### src/rtl/ps2_pkg.sv
// Shared definitions for the PS/2 scan-code receiver: receiver FSM states,
// keyboard prefix bytes, FIFO entry layout and the frame acceptance rule.
package ps2_pkg;

    typedef enum logic [1:0] {
        IDLE,
        DATA,
        PARITY,
        STOP
    } ps2_state_e;

    localparam logic [7:0]  PS2_PREFIX_EXT = 8'hE0;
    localparam logic [7:0]  PS2_PREFIX_BRK = 8'hF0;

    // Entry layout: [9] extended, [8] break, [7:0] scan code
    localparam int unsigned PS2_CODE_W  = 8;
    localparam int unsigned PS2_ENTRY_W = PS2_CODE_W + 2;

    // A frame is good when data plus parity has odd parity and stop is high
    function automatic logic ps2_frame_ok(input logic [7:0] code,
                                          input logic       par,
                                          input logic       stop);
        return (^{code, par}) & stop;
    endfunction

endpackage

### src/rtl/scancode_fifo.sv
// First-word fall-through FIFO for decoded scan-code entries. A push while
// full is dropped and latches the sticky overflow flag unless a pop happens
// in the same cycle, in which case both proceed.
module scancode_fifo #(
    parameter int unsigned DEPTH = 8,
    parameter int unsigned WIDTH = 10
) (
    input  logic                     clk,
    input  logic                     rst,
    input  logic                     push,
    input  logic [WIDTH-1:0]         push_data,
    input  logic                     pop,
    output logic [WIDTH-1:0]         head_data,
    output logic                     empty,
    output logic [$clog2(DEPTH):0]   count,
    output logic                     overflow
);

    localparam int unsigned PW = $clog2(DEPTH);
    localparam int unsigned CW = PW + 1;

    logic [WIDTH-1:0] mem_q [DEPTH];
    logic [PW-1:0]    wr_ptr_q, wr_ptr_d;
    logic [PW-1:0]    rd_ptr_q, rd_ptr_d;
    logic [CW-1:0]    count_q, count_d;
    logic             ovf_q, ovf_d;
    logic             full;
    logic             do_push, do_pop;

    // Push/pop qualification and next pointer/occupancy values
    always_comb begin
        empty    = (count_q == '0);
        full     = (count_q == CW'(DEPTH));
        do_pop   = pop & ~empty;
        do_push  = push & (~full | do_pop);
        wr_ptr_d = wr_ptr_q + PW'(do_push);
        rd_ptr_d = rd_ptr_q + PW'(do_pop);
        count_d  = count_q + CW'(do_push) - CW'(do_pop);
        ovf_d    = ovf_q | (push & full & ~do_pop);
    end

    // Pointer, occupancy and overflow registers
    always_ff @(posedge clk) begin
        if (rst) begin
            wr_ptr_q <= '0;
            rd_ptr_q <= '0;
            count_q  <= '0;
            ovf_q    <= 1'b0;
        end else begin
            wr_ptr_q <= wr_ptr_d;
            rd_ptr_q <= rd_ptr_d;
            count_q  <= count_d;
            ovf_q    <= ovf_d;
        end
    end

    // Storage write
    always_ff @(posedge clk) begin
        if (do_push) begin
            mem_q[wr_ptr_q] <= push_data;
        end
    end

    assign head_data = empty ? '0 : mem_q[rd_ptr_q];
    assign count     = count_q;
    assign overflow  = ovf_q;

endmodule

### src/rtl/ps2_scancode_rx.sv
// PS/2 keyboard receiver: synchronises the device clock/data, deframes
// 11-bit frames on falling PS/2 clock edges, checks parity/stop, runs a
// frame watchdog and queues decoded scan codes in a FIFO.
// Build option: define PS2_PREFIX_DECODE_EN to fold E0/F0 prefix bytes
// into the extended/break flags of the following entry; without it every
// accepted byte is queued raw.
module ps2_scancode_rx
    import ps2_pkg::*;
#(
    parameter int unsigned FIFO_DEPTH     = 8,
    parameter int unsigned SYNC_STAGES    = 2,
    parameter int unsigned TIMEOUT_CYCLES = 50000
) (
    input  logic                          CLOCK_50,
    input  logic                          reset,
    input  logic                          PS2_CLK,
    input  logic                          PS2_DAT,
    input  logic                          rd_en,
    output logic [PS2_ENTRY_W-1:0]        rd_data,
    output logic                          rd_valid,
    output logic [$clog2(FIFO_DEPTH):0]   count,
    output logic                          frame_err,
    output logic                          overflow,
    output logic                          busy
);

    localparam int unsigned    WD_W    = $clog2(TIMEOUT_CYCLES + 1);
    localparam logic [WD_W-1:0] WD_LAST = WD_W'(TIMEOUT_CYCLES - 1);

    logic [SYNC_STAGES-1:0] clk_sync_q, dat_sync_q;
    logic                   clk_prev_q;
    logic                   ps2_clk_s, ps2_dat_s, fall;

    ps2_state_e             state_q, state_d;
    logic [2:0]             bit_cnt_q, bit_cnt_d;
    logic [7:0]             shift_q, shift_d;
    logic                   par_q, par_d;
    logic [WD_W-1:0]        wd_q, wd_d;
    logic                   err_q, err_d;
`ifdef PS2_PREFIX_DECODE_EN
    logic                   ext_q, ext_d, brk_q, brk_d;
`endif

    logic                   push;
    logic [PS2_ENTRY_W-1:0] push_data;
    logic                   fifo_empty;

    // Input synchronisers, idle-high so reset cannot fake a falling edge
    always_ff @(posedge CLOCK_50) begin
        if (reset) begin
            clk_sync_q <= '1;
            dat_sync_q <= '1;
            clk_prev_q <= 1'b1;
        end else begin
            clk_sync_q[0] <= PS2_CLK;
            dat_sync_q[0] <= PS2_DAT;
            for (int unsigned i = 1; i < SYNC_STAGES; i++) begin
                clk_sync_q[i] <= clk_sync_q[i-1];
                dat_sync_q[i] <= dat_sync_q[i-1];
            end
            clk_prev_q <= clk_sync_q[SYNC_STAGES-1];
        end
    end

    assign ps2_clk_s = clk_sync_q[SYNC_STAGES-1];
    assign ps2_dat_s = dat_sync_q[SYNC_STAGES-1];
    assign fall      = clk_prev_q & ~ps2_clk_s;

    // Receiver state, watchdog and prefix flag registers
    always_ff @(posedge CLOCK_50) begin
        if (reset) begin
            state_q   <= IDLE;
            bit_cnt_q <= '0;
            shift_q   <= '0;
            par_q     <= 1'b0;
            wd_q      <= '0;
            err_q     <= 1'b0;
`ifdef PS2_PREFIX_DECODE_EN
            ext_q     <= 1'b0;
            brk_q     <= 1'b0;
`endif
        end else begin
            state_q   <= state_d;
            bit_cnt_q <= bit_cnt_d;
            shift_q   <= shift_d;
            par_q     <= par_d;
            wd_q      <= wd_d;
            err_q     <= err_d;
`ifdef PS2_PREFIX_DECODE_EN
            ext_q     <= ext_d;
            brk_q     <= brk_d;
`endif
        end
    end

    // Deframing, frame check, watchdog and prefix decode
    // The watchdog is loaded with 1 on each edge so that its value equals
    // the number of cycles since the edge; this makes the abort land exactly
    // TIMEOUT_CYCLES after the detected edge.
    always_comb begin
        state_d   = state_q;
        bit_cnt_d = bit_cnt_q;
        shift_d   = shift_q;
        par_d     = par_q;
        wd_d      = (state_q == IDLE) ? '0 : wd_q + WD_W'(1);
        err_d     = 1'b0;
        push      = 1'b0;
        push_data = '0;
`ifdef PS2_PREFIX_DECODE_EN
        ext_d     = ext_q;
        brk_d     = brk_q;
`endif
        if (fall) begin
            case (state_q)
                IDLE: begin
                    wd_d = '0;
                    if (!ps2_dat_s) begin
                        state_d   = DATA;
                        bit_cnt_d = '0;
                        wd_d      = WD_W'(1);
                    end
                end
                DATA: begin
                    shift_d = {ps2_dat_s, shift_q[7:1]};
                    wd_d    = WD_W'(1);
                    if (bit_cnt_q == 3'd7) begin
                        state_d   = PARITY;
                        bit_cnt_d = '0;
                    end else begin
                        bit_cnt_d = bit_cnt_q + 3'd1;
                    end
                end
                PARITY: begin
                    par_d   = ps2_dat_s;
                    wd_d    = WD_W'(1);
                    state_d = STOP;
                end
                STOP: begin
                    state_d = IDLE;
                    wd_d    = '0;
                    if (ps2_frame_ok(shift_q, par_q, ps2_dat_s)) begin
`ifdef PS2_PREFIX_DECODE_EN
                        if (shift_q == PS2_PREFIX_EXT) begin
                            ext_d = 1'b1;
                        end else if (shift_q == PS2_PREFIX_BRK) begin
                            brk_d = 1'b1;
                        end else begin
                            push      = 1'b1;
                            push_data = {ext_q, brk_q, shift_q};
                            ext_d     = 1'b0;
                            brk_d     = 1'b0;
                        end
`else
                        push      = 1'b1;
                        push_data = {2'b00, shift_q};
`endif
                    end else begin
                        err_d = 1'b1;
`ifdef PS2_PREFIX_DECODE_EN
                        ext_d = 1'b0;
                        brk_d = 1'b0;
`endif
                    end
                end
                default: state_d = IDLE;
            endcase
        end else if (state_q != IDLE && wd_q == WD_LAST) begin
            state_d   = IDLE;
            bit_cnt_d = '0;
            wd_d      = '0;
            err_d     = 1'b1;
`ifdef PS2_PREFIX_DECODE_EN
            ext_d     = 1'b0;
            brk_d     = 1'b0;
`endif
        end
    end

    scancode_fifo #(
        .DEPTH (FIFO_DEPTH),
        .WIDTH (PS2_ENTRY_W)
    ) u_fifo (
        .clk       (CLOCK_50),
        .rst       (reset),
        .push      (push),
        .push_data (push_data),
        .pop       (rd_en),
        .head_data (rd_data),
        .empty     (fifo_empty),
        .count     (count),
        .overflow  (overflow)
    );

    assign rd_valid  = ~fifo_empty;
    assign frame_err = err_q;
    assign busy      = (state_q != IDLE);

endmodule

### config.mk
export PLATFORM = sky130hd
export DESIGN_NAME = ps2_scancode_rx
export DESIGN_NICKNAME = d
export VERILOG_FILES = /design/src/rtl/ps2_pkg.sv /design/src/rtl/scancode_fifo.sv /design/src/rtl/ps2_scancode_rx.sv
export SDC_FILE = /design/constraint.sdc
export NUM_CORES = 1
export LEC_CHECK = 0
export CAP_MARGIN = 20
export CORE_MARGIN = 8
export CORE_UTILIZATION = 25
export CTS_BUF_LIST = sky130_fd_sc_hd__clkbuf_16
export CTS_CLUSTER_DIAMETER = 40
export CTS_CLUSTER_SIZE = 30
export DETAILED_ROUTE_END_ITERATION = 16
export GPL_ROUTABILITY_DRIVEN = 0
export PLACE_DENSITY_LB_ADDON = 0.12
export SETUP_SLACK_MARGIN = 0.2
export SYNTH_ARGS = -nofsm -noshare
export SYNTH_HDL_FRONTEND = slang
export SYNTH_HIERARCHICAL = 1
export SYNTH_SLANG_ARGS = --single-unit
### constraint.sdc
create_clock -name CLOCK_50 -period 3.8 [get_ports CLOCK_50]
set_input_delay 0.76 -clock CLOCK_50 [delete_from_list [all_inputs] [get_ports CLOCK_50]]
set_output_delay 0.76 -clock CLOCK_50 [all_outputs]
set_load 0.01 [all_outputs]
Word-level counts from Yosys, hierarchy flattened
Memories as Yosys holds them, arrays and structs flattened. A register that Yosys moved wholly into a read port is not among the register bits.
Index checks and enable logic that the tools add are counted.
{"block": "word_totals", "reg_bits": 47, "mem_bits_rw": 64, "inputBits": 5, "wordCells": 81, "memories": 1}
{"memory": "u_fifo.mem_q", "depth": 8, "width": 8, "read_ports": 1, "rd_clocked_by_memory_dff": 1, "wr": 1, "line_no": "scancode_fifo.sv:22", "text": "logic [WIDTH-1:0] mem_q [DEPTH];"}
{"block": "op_classes", "addsub": 6, "n_eq_ne": 9, "mux": 29, "n_bitwise": 12, "n_reduce_logical": 11}
{"operator": "2-to-1 mux 16 bit", "n": 3}
{"operator": "one-hot mux 16 bit (3 select lines)", "n": 1}
{"operator": "2-to-1 mux 8 bit", "n": 3}
{"operator": "adder 16 x 1 -> 16 bit (second input constant)", "n": 1}
{"operator": "equality test 16 bit (second input constant)", "n": 1}
{"operator": "2-to-1 mux 3 bit", "n": 5}
{"operator": "2-to-1 mux 1 bit", "n": 10}
{"operator": "2-to-1 mux 10 bit", "n": 1}
{"operator": "XOR reduction 9 bit", "n": 1}
{"operator": "2-to-1 mux 2 bit", "n": 4}
{"operator": "one-hot mux 2 bit (4 select lines)", "n": 1}
{"operator": "adder 3 x 1 -> 3 bit", "n": 2}
{"operator": "AND 1 bit", "n": 6}
{"operator": "!= test 3 bit (second input constant)", "n": 2}
{"operator": "one-hot mux 3 bit (2 select lines)", "n": 1}
{"operator": "AND reduction 3 bit", "n": 2}
{"operator": "adder 4 x 1 -> 4 bit", "n": 1}
{"operator": "equality test 2 bit (second input constant)", "n": 2}
{"operator": "equality test 4 bit (second input constant)", "n": 1}
{"operator": "logical NOT 4 bit", "n": 1}
{"operator": "NOT 1 bit", "n": 4}
{"operator": "AND reduction 2 bit", "n": 2}
{"operator": "nonzero test 2 bit", "n": 2}
{"operator": "subtractor 4 x 1 -> 4 bit", "n": 1}
{"operator": "other kinds (8)", "n": 9}

Depth between registers and ports, before layout
Gate-level depths: netlist of run 1.
{"block": "depth", "ltp_word": 8, "depth_mapped": 11, "mapped_depth_nobuf": 11}

By module
The synthesis of run 1 kept the hierarchy.
{"module": "scancode_fifo", "n_inst": 1, "cells_each": 184, "area_each_um2": 3634.7, "seq_area_each_um2": 2622.5}
{"module": "ps2_scancode_rx", "n_inst": 1, "cells_each": 210, "area_each_um2": 1778.0, "seq_area_each_um2": 720.7}

Worst setup path after synthesis of run 1
No wires, ideal clock.
{"block": "synth_timing", "kind": "register to register", "startpoint": "reg shift_q[3]", "endpoint": "reg u_fifo/mem_q[4][0] (netlist name)", "setup_time_ns": 0.390, "arrival_time_ns": 2.599, "required_ns": 3.410, "setup_slack_ns": 0.812, "stages_incl_launch_ff": 8, "n_path_buf": 0, "cell_sequence": "dfxtp_1 xnor3_1 or2_2 mux2_2 nor2_1 inv_1 a311o_1 nor3_1"}
{"item": "start, declared", "line_no": "ps2_scancode_rx.sv:36", "text": "logic [7:0] shift_q, shift_d;"}
{"item": "start signal, assigned", "line_no": "ps2_scancode_rx.sv:85", "text": "shift_q <= shift_d;"}

Worst setup path after layout of run 1
{"block": "layout_timing", "startpoint": "reg u_fifo.count_q[2], in the netlist u_fifo/count[2]", "endpoint": "out rd_data[3]"}
{"block": "layout_between", "elab_chain_len": 2}
{"item": "start, declared", "line_no": "scancode_fifo.sv:25", "text": "logic [CW-1:0] count_q, count_d;"}
{"item": "start signal, assigned", "line_no": "scancode_fifo.sv:52", "text": "count_q <= count_d;"}
{"item": "logical NOT 4 bit", "line_no": "scancode_fifo.sv:32", "text": "empty = (count_q == '0);"}
{"item": "2-to-1 mux 10 bit", "line_no": "scancode_fifo.sv:64", "text": "assign head_data = empty ? '0 : mem_q[rd_ptr_q];"}
{"item": "end, declared", "line_no": "ps2_scancode_rx.sv:19", "text": "output logic [PS2_ENTRY_W-1:0] rd_data,"}
Every way passes these cells.

==> flow_summary.ini, run 1 <==
[clock_tree]
ctsResizeCount = 0
cts.sinks = 127
cts.path.max_buffers = 2
path_clk_slew_ns = 0.06
cts_hold_buffers = 0
htreeDepth = 4
cts-buffers-inserted = 17
cts_tree = built
clock_latency_ns = 0.41
cts_setup_buffers = 0
root_buffer = clkbuf_16

[grt]
use_met2_pct = 16.1
grt_pass1_wl_um = 18900
grt.busiest_layer = met2
track_usage_pct = 9.38
overflow = 0
grt.met3_usage_pct = 2.90
met1_usage_pct = 10.7
grt_max_degree = 34
antenna_found_initial = 0
grt_pass1_vias = 3433

[finish]
instances_no_fill = 745
fillerInstances = 2142
antenna_cells = 0
syn_to_final_growth_pct = 22.7
nNetsFinal = 474
drive_gt1_share_pct = 16.6

[yosys]
synthSimpleGateAreaFrac_pct = 11.6
synth_most_common_cell = edfxtp_1
synth_compound_area_share_pct = 6.43
muxShareOfSynthArea_pct = 9.36
synthAdderAreaFrac_pct = 4.07
postSynth.asyncResetShare_pct = 0
synth_top_area_cell = edfxtp_1
yosysUniqueCellTypes = 53
synth.top_cells.by_area = edfxtp_1 44%, dfxtp_1 17%, mux4_2 6.2%, ha_1 3.7%, nor2_1 2.9%
synth_edf_count = 80
yosysSeqAreaShare_pct = 61.8
synth_cells = 394
synth_area_per_cell_um2 = 13.7
synth_area_mm2 = 0.00541
synthTopCellsByCount = 80 x edfxtp_1, 47 x dfxtp_1, 42 x nor2_1, 23 x inv_1, 20 x a21oi_1
synth-seq-cells = 127
synthXorXnorAreaFrac_pct = 3.42
synth.top_cell.area_share_pct = 44.4
synthFlopType = edfxtp_1
synth_top_family_by_area = simple AND/OR/NAND/NOR gates
yosysWarnings = 6

[drt]
drt_iter0_drc = 74
postRouteAntennaNets = 0
via_per_inst = 4.27
wire_per_inst_um = 15.5
wl_um = 11500
via_count = 3180
drc = 0
drt_pass1_iterations = 4

[pwr]
p_seq_share_pct = 39.4
power.density_mw_per_mm2 = 576
p_comb_share_pct = 20.0
intPower_w = 0.00281
p_switching_w = 0.00102
fin_total_pwr_w = 0.00382
p_sw_share_pct = 26.6
p_clk_share_pct = 40.5
irDropWorstVdd_v = 0.000295
p_leak_nw = 2.40

[floorplan]
die_y_um = 163
coreArea_mm2 = 0.0216
die-area_mm2 = 0.0266
row_count = 54
die_width_um = 163
initial_core_util_pct = 25.1
ios = 23

[timing]
worst_slew_pin_slew_ns = 0.975
setup_viol = 0
fin_worst_skew_ns = 0.00766
report.final.slew_viol_count = 0
finalSetupTns_ns = 0
hold_viol = 0
period_minus_slack_ns = 3.32
slew_headroom_pct = 34.5
period_share_pct = 87.3
rsz0062_at_grt = no
max_freq_ghz = 0.302
holdWs_ns = 0.408

[setup_path]
slowest_delay_ns = 0.55
rrSetupSlack_ns = 0.88
crit_chain = inv_1 -> ha_1 -> or3b_4 -> and2_1 -> a22o_1 -> clkdlybuf4s50_1
critPathCaptureType = output pin
crit_type = register to output pin
worstSetupStartpoint = u_fifo/count[2]
path_max_fanout = 10
startpoint_type = register
cp_slowest_cell = clkdlybuf4s50_1
reg2reg_from = shift_q[3]
arrival_ns = 2.56
critPathRequiredTime_ns = 3.04

[place]
place_inst = 713
numPortBuffers = 22
post-dp-hpwl_um = 7670

[run]
drv_cap = 0

[min_path]
hold_path_class = register to register
worstHoldStart = dat_sync_q[0]

[status]
status = completed
-- power groups by stage --
stage	Clock, W	Sequential [W]	Combinational [W]
2_1_floorplan	0	0.00154	0.000487
4_1_cts	0.00160	0.00151	0.000791
5_1_grt	0.00166	0.00151	0.000854
3_5_place_dp	0	0.00154	0.000789
3_3_place_gp	0	0.00154	0.000794
6_report	0.00155	0.00151	0.000766
-- layout by cell type (no fill, tap or decap), types with 3 or more instances in the layout --
master,netlist,final
edfxtp_1,80,80
dfxtp_1,47,47
nor2_1,42,42
inv_1,23,24
clkdlybuf4s50_1,0,22
a21oi_1,20,20
clkbuf_16,0,17
buf_4,0,17
ha_1,16,16
conb_1,1,16
mux4_2,15,15
nor2b_1,11,11
nand2_1,10,10
nor3_1,10,10
a22o_1,10,10
xor2_1,9,9
xnor2_1,7,7
nand3_1,7,7
o21ai_0,7,7
or2_2,6,6
nand4_1,6,6
inv_6,0,5
mux4_1,5,5
nand2b_1,4,4
and4_1,3,3
or3_1,3,3
o211ai_1,3,3
clkinv_4,0,3
clkinvlp_4,0,3
-- state kept, by name, summed over array words and instances, names as in the netlist --
name	flops
bit_cnt_q	3
clk_prev_q	1
clk_sync_q	2
dat_sync_q	2
frame_err	1
par_q	1
shift_q	8
state_q	2
u_fifo/count	4
u_fifo/mem_q	80
u_fifo/overflow	1
u_fifo/rd_ptr_q	3
u_fifo/wr_ptr_q	3
wd_q	16
-- through the flow --
| step | setup slack, ns | util, % | cell area, µm² |
|---|---|---|---|
| floorplan | 0.812 | - | 5470 |
| global placement | 0.851 | 28.2 | 6080 |
| detailed placement | 0.856 | 28.2 | 6080 |
| CTS | 0.388 | 30.8 | 6640 |
| global route | 0.313 | 30.8 | 6640 |
| finish | 0.484 | 30.8 | 6640 |
-- worst paths after layout --
path	end	depth (start not counted)
max reg2reg	u_fifo/count[3]	10
max	rd_data[3]	6
min reg2reg	dat_sync_q[1]	1
min	dat_sync_q[1]	1
-- worst max-delay path: cells and delay by family (launching register included) --
| family | cells | cell delay [ns] |
|---|---|---|
| compound gates | 1 | 0.27 |
| fa+ha+maj | 1 | 0.21 |
| buf+inv | 2 | 0.62 |
| flops | 1 | 0.33 |
| simple gates | 2 | 0.70 |
-- layer usage --
metal	up-vias	share of wire [%]
met5	-	0
met2	28	51
met1	1566	45
met4	0	1.3
li1	1575	-
met3	11	3.0
-- final cells by class --
class	instances	area, µm²	area share (%)
multi-input combinational	244	1950	29.4
sequential	127	3340	50.4
tap	280	350	5.28
timing repair buffer	39	348	5.24
clock buffer	17	425	6.41
clock inverter	15	136	2.05
inverter	23	86.3	1.30
-- cell families (layout without fill, tap and decap cells) --
kind of cell    count (synthesis)  after routing
simple gates                  118            118
flops                         127            127
buf+inv                        38             94
xor+xnor                       18             18
compound gates                 52             52
mux                            23             23
other cells                     1             16
fa+ha+maj                      17             17
(Power assumes the default switching activity.)
==> inputs of run 2 (changes only) <==
MAX_ROUTING_LAYER = met4   (was unset)
clock period = 4.3 ns   (was 3.8 ns; I/O delays follow)
==> run 2 against run 1 <==
Hold slack improved by 0.0026 ns. Clock-buffer cell count did not move. Largest cell class unchanged. Routed wire length fell by 1.3%. Final cell count fell by 0.27%. Largest power group unchanged. Sequential share of layout area did not move.
==> flow_summary.ini, run 2 (synthesized netlist as in run 1, its figures left out) <==
[setup_path]
rrSetupSlack_ns = 1.26
crit_buf_inv = 3
timing.rr.end = u_fifo/count[1]
cp_slowest_cell = nor2_1
critPathCaptureType = output pin
crit_top_cell = inv_1
startpoint_type = register
slowest_delay_ns = 0.70
reg2reg_from = shift_q[3]
r2r_cells = 10
crit_chain = inv_1 -> ha_1 -> or3b_4 -> inv_1 -> nor2_1 -> a22o_1 -> clkdlybuf4s50_1
crit_type = register to output pin
cpLargestDelayFamily = simple AND/OR/NAND/NOR gates
path_max_fanout = 10
critPathRequiredTime_ns = 3.44
arrival_ns = 2.80

[clock_tree]
ctsResizeCount = 0
cts_hold_buffers = 0
cts_tree = built
path_clk_slew_ns = 0.06
clock_latency_ns = 0.41
root_buffer = clkbuf_16
htreeDepth = 4
cts.sinks = 127
cts.path.max_buffers = 2
cts_setup_buffers = 0
cts-buffers-inserted = 17

[floorplan]
initial_core_util_pct = 25.1
row_count = 54
die-area_mm2 = 0.0266
die_y_um = 163
ios = 23
die_width_um = 163
coreArea_mm2 = 0.0216

[pwr]
p_leak_nw = 2.40
irDropWorstVdd_v = 0.000264
power.density_mw_per_mm2 = 512

[place]
place_inst = 710
numPortBuffers = 22
place_worst_setup_slack_ns = 1.02
post-dp-hpwl_um = 7560

[finish]
final_cell_mix = 80 x edfxtp_1, 47 x dfxtp_1, 42 x nor2_1
regMostFlops = u_fifo/mem_q
reg_top3 = u_fifo/mem_q: 80 flops, wd_q: 16 flops, shift_q: 8 flops
multi_input_area_mm2 = 0.00195
syn_to_final_growth_pct = 22.7
largest_register_ffs = 80
fillerInstances = 2167
drive_gt1_share_pct = 16.4
layout_commonest_cell = edfxtp_1
instances_no_fill = 743
antenna_cells = 0
seqCellArea_mm2 = 0.00334
nNetsFinal = 472

[grt]
met1_usage_pct = 11.3
grt.met3_usage_pct = 2.97
grt_pass1_vias = 3362
track_usage_pct = 9.62
grt_max_degree = 34
use_met2_pct = 15.1
grt_pass1_wl_um = 18800
grt.busiest_layer = met2
overflow = 0
antenna_found_initial = 0

[min_path]
hold_path_class = register to register
worst_hold_path.endpoint = clk_sync_q[1]
worstHoldStart = clk_sync_q[0]
min_path_cells = 1

[drt]
drt_pass1_iterations = 4
drt_iter0_drc = 104
wire_per_inst_um = 15.3
postRouteAntennaNets = 0
drc = 0
via_count = 3199
wl_um = 11400
via_per_inst = 4.31

[timing]
finalSetupTns_ns = 0
worst_slew_pin_slew_ns = 0.971
hold_viol = 0
period_share_pct = 85.0
setup_viol = 0
period_minus_slack_ns = 3.66
max_freq_ghz = 0.274
report.final.slew_viol_count = 0
finalWorstSetupSlack_ns = 0.645
rsz0062_at_grt = no
fin_worst_skew_ns = 0.00966
slew_headroom_pct = 34.7

[run]
drv_cap = 0

[status]
status = completed
run 2: changes by cell type in the layout (fill, tap and decap cells not counted), sizes merged:
cell,before,now
clkinvlp,3,0
buf,17,14
clkbuf,17,18
inv,29,31
clkinv,5,6
run 2: cell type report:
cell class                      count  area share [%]
Sequential cell                   127            50.4
Clock buffer                       17            6.41
Multi-Input combinational cell    244            29.4
Inverter                           23            1.30
Timing Repair Buffer               37            5.01
Tap cell                          280            5.28
Clock inverter                     15            2.28
run 2: how the worst max path moves through the flow:
stage,start,to,slack (ns),cells past startpoint
after floorplan,shift_q[3],u_fifo/mem_q[4][0],1.31,7
after global placement,u_fifo/count[2],rd_data[0],1.09,7
after detailed placement,u_fifo/count[2],rd_data[6],1.02,7
after CTS,u_fifo/count[2],rd_data[6],0.56,7
after global routing,u_fifo/count[2],rd_data[4],0.44,7
final,u_fifo/count[2],rd_data[0],0.64,7
run 2: worst reg2reg max path: cells and delay by family, from the launching register on:
kind | cells | cell delay, ns
compound gates | 1 | 0.24
xor+xnor | 1 | 0.41
fa+ha+maj | 2 | 0.59
buf+inv | 1 | 0.13
flops | 1 | 0.35
mux | 2 | 0.55
simple gates | 3 | 0.64
run 2: report_power, final:
part / internal, W / total [W] / switching (W)
Sequential: 0.00131 / 0.00133 / 0.0000221
Clock: 0.000815 / 0.00139 / 0.000578
Combinational: 0.000360 / 0.000675 / 0.000315
Total: 0.00248 / 0.00340 / 0.000915
run 2: stage by stage:
stage	hold WS (ns)	total power, W	utilization, %	instance area (µm²)
6_report	0.411	0.00340	30.8	6640
5_1_grt	0.419	0.00358	30.8	6640
4_1_cts	0.412	0.00347	30.8	6630
3_5_place_dp	0.397	0.00205	28.1	6050
3_3_place_gp	0.394	0.00205	28.1	6050
2_1_floorplan	0.389	0.00179	-	5470
run 2: routing by layer:
| metal | vias up | part of all wire, % |
|---|---|---|
| met4 | 0 | 1.5 |
| met2 | 35 | 48 |
| met1 | 1575 | 47 |
| met5 | - | 0 |
| met3 | 13 | 3.1 |
| li1 | 1576 | - |
==> inputs of run 3 (changes only) <==
ABC_AREA = 1   (was unset)
==> run 3 against run 2 <==
Sequential power is essentially flat. Sequential share of layout area shrank 3.8 points. Routed wire length grew 22%. Clock skew grew 0.00070 ns. Clock power grew 9%. Global-route usage grew 0.82 points. Sequential cell count is the same. Critical path depth shrank 1. Utilization shrank 0.21 points. Critical path type unchanged. Largest cell class unchanged. Largest power group unchanged.
==> flow_summary.ini, run 3 <==
[grt]
grt.met3_usage_pct = 3.00
overflow = 0
antenna_found_initial = 0
grt.busiest_layer = met2
met1_usage_pct = 13.2
grt_pass1_vias = 4246
track_usage_pct = 10.4
use_met2_pct = 16.0
grt_max_degree = 42
grt_pass1_wl_um = 22500

[drt]
wl_um = 13900
postRouteAntennaNets = 0
drt_pass1_iterations = 4
wire_per_inst_um = 13.1
via_count = 4248
via_per_inst = 4.02
drc = 0
drt_iter0_drc = 254

[yosys]
synth_edf_count = 80
yosysUniqueCellTypes = 38
synth_most_common_cell = nand2_1
synth_area_per_cell_um2 = 8.71
synthFlopType = edfxtp_1
synth.top_cells.by_area = edfxtp_1 40%, dfxtp_1 16%, nand2_1 10%, inv_1 8.1%, nand3_1 6.0%
synthXorXnorAreaFrac_pct = 0.877
synth-seq-cells = 127
yosysSeqAreaShare_pct = 55.8
synth_area_mm2 = 0.00599
postSynth.asyncResetShare_pct = 0
synth_cells = 688
synthTopCellsByCount = 161 x nand2_1, 129 x inv_1, 80 x edfxtp_1, 72 x nand3_1, 71 x nor2_1
muxShareOfSynthArea_pct = 0
synth_top_area_cell = edfxtp_1
synthAdderAreaFrac_pct = 3.67
synthSimpleGateAreaFrac_pct = 25.5
synth_top_family_by_area = simple AND/OR/NAND/NOR gates
synth.top_cell.area_share_pct = 40.1
synth_compound_area_share_pct = 3.42
yosysWarnings = 6

[timing]
slew_headroom_pct = 31.6
hold_viol = 0
holdWs_ns = 0.406
report.final.slew_viol_count = 0
period_minus_slack_ns = 3.24
finalSetupTns_ns = 0
finalWorstSetupSlack_ns = 1.06
worst_slew_pin_slew_ns = 1.02
max_freq_ghz = 0.309
setup_viol = 0
rsz0062_at_grt = no
period_share_pct = 75.2
fin_worst_skew_ns = 0.0104

[run]
drv_cap = 0

[floorplan]
row_count = 56
die_width_um = 171
initial_core_util_pct = 25.5
die_y_um = 171
die-area_mm2 = 0.0292
ios = 23
coreArea_mm2 = 0.0235

[finish]
antenna_cells = 0
syn_to_final_growth_pct = 19.8
final_cell_mix = 161 x nand2_1, 130 x inv_1, 80 x edfxtp_1
fillerInstances = 2467
drive_gt1_share_pct = 8.66
reg_top3 = u_fifo/mem_q: 80 flops, wd_q: 16 flops, shift_q: 8 flops
regMostFlops = u_fifo/mem_q
nNetsFinal = 748
layout_commonest_cell = nand2_1
largest_register_ffs = 80

[status]
status = completed

[setup_path]
crit_type = register to output pin
path_max_fanout = 20
arrival_ns = 2.38
rrSetupSlack_ns = 1.69
critPathCaptureType = output pin
startpoint_type = register
critPathRequiredTime_ns = 3.44

[pwr]
irDropWorstVdd_v = 0.000256
fin_total_pwr_w = 0.00388
p_leak_nw = 2.99
power.density_mw_per_mm2 = 541

[clock_tree]
clock_latency_ns = 0.41
path_clk_slew_ns = 0.06
htreeDepth = 4
cts-buffers-inserted = 17
cts.sinks = 127
cts_tree = built
cts_hold_buffers = 0
cts.path.max_buffers = 2
cts_setup_buffers = 0
ctsResizeCount = 0
root_buffer = clkbuf_16

[place]
post-dp-hpwl_um = 9480
numPortBuffers = 22
place_worst_setup_slack_ns = 1.40

[min_path]
hold_path_class = register to register
-- run 3: changes by cell type in the layout (fill, tap and decap cells not counted), moves of 7 or more --
cell / before / now
a22o_1: 10 / 0
buf_4: 14 / 3
inv_1: 23 / 130
inv_2: 0 / 7
mux4_2: 15 / 0
nand2_1: 10 / 161
nand2_2: 0 / 7
nand3_1: 7 / 72
nor2_1: 42 / 71
nor2b_1: 11 / 0
nor3_1: 10 / 2
xor2_1: 9 / 1
-- run 3: power breakdown --
part | leakage (nW) | total (W) | internal [W] | switching [W]
sequential | 1.23 | 0.00134 | 0.00131 | 0.0000259
combinational | 1.46 | 0.00104 | 0.000426 | 0.000615
clock | 0.296 | 0.00151 | 0.000967 | 0.000540
total | 2.99 | 0.00388 | 0.00270 | 0.00118
-- run 3: final timing paths --
check                      from                 end  cells past startpoint
max          u_fifo/rd_ptr_q[1]          rd_data[0]                      6
max reg2reg          shift_q[3]  u_fifo/mem_q[1][9]                     10
min reg2reg       dat_sync_q[0]       dat_sync_q[1]                      1
min               dat_sync_q[0]       dat_sync_q[1]                      1
-- run 3: cell families (layout without fill, tap and decap cells) --
family / count (synthesis) / in the layout
simple gates: 341 / 341
compound gates: 39 / 39
fa+ha+maj: 17 / 17
xor+xnor: 6 / 6
buf+inv: 157 / 193
other cells: 1 / 16
flops: 127 / 127
-- run 3: final cells by class --
class                   count  area, µm²  area share, %
inverters                 136        510           7.11
clock inverters            15        194           2.70
clock buffers              17        425           5.92
well taps                 319        399           5.56
multi-input cells         419       2070           28.8
repair buffers             25        243           3.38
flip-flops and latches    127       3340           46.6
-- run 3: worst max-delay path, cell delays in order (launching register included) --
cell	delay (ns)
dfxtp_1	0.33
inv_1	0.54
nand3_1	0.17
nand3_1	0.11
nand2_1	0.07
nor2_1	0.17
clkdlybuf4s50_1	0.58
-- run 3: metal layers --
metal / part of all wire, % / routed length [µm] / vias up
li1: - / - / 2216
met1: 51 / 7070 / 1973
met2: 44 / 6120 / 46
met3: 3.9 / 536 / 13
met4: 1.1 / 148 / 0
met5: 0 / 0 / -
-- run 3: metrics by stage --
stage,area [µm²],cells,util (%)
2_1_floorplan,6050,703,-
6_report,7180,1058,30.6
4_1_cts,7180,1058,30.6
5_1_grt,7180,1058,30.6
3_3_place_gp,6560,1026,28.0
3_5_place_dp,6560,1026,28.0
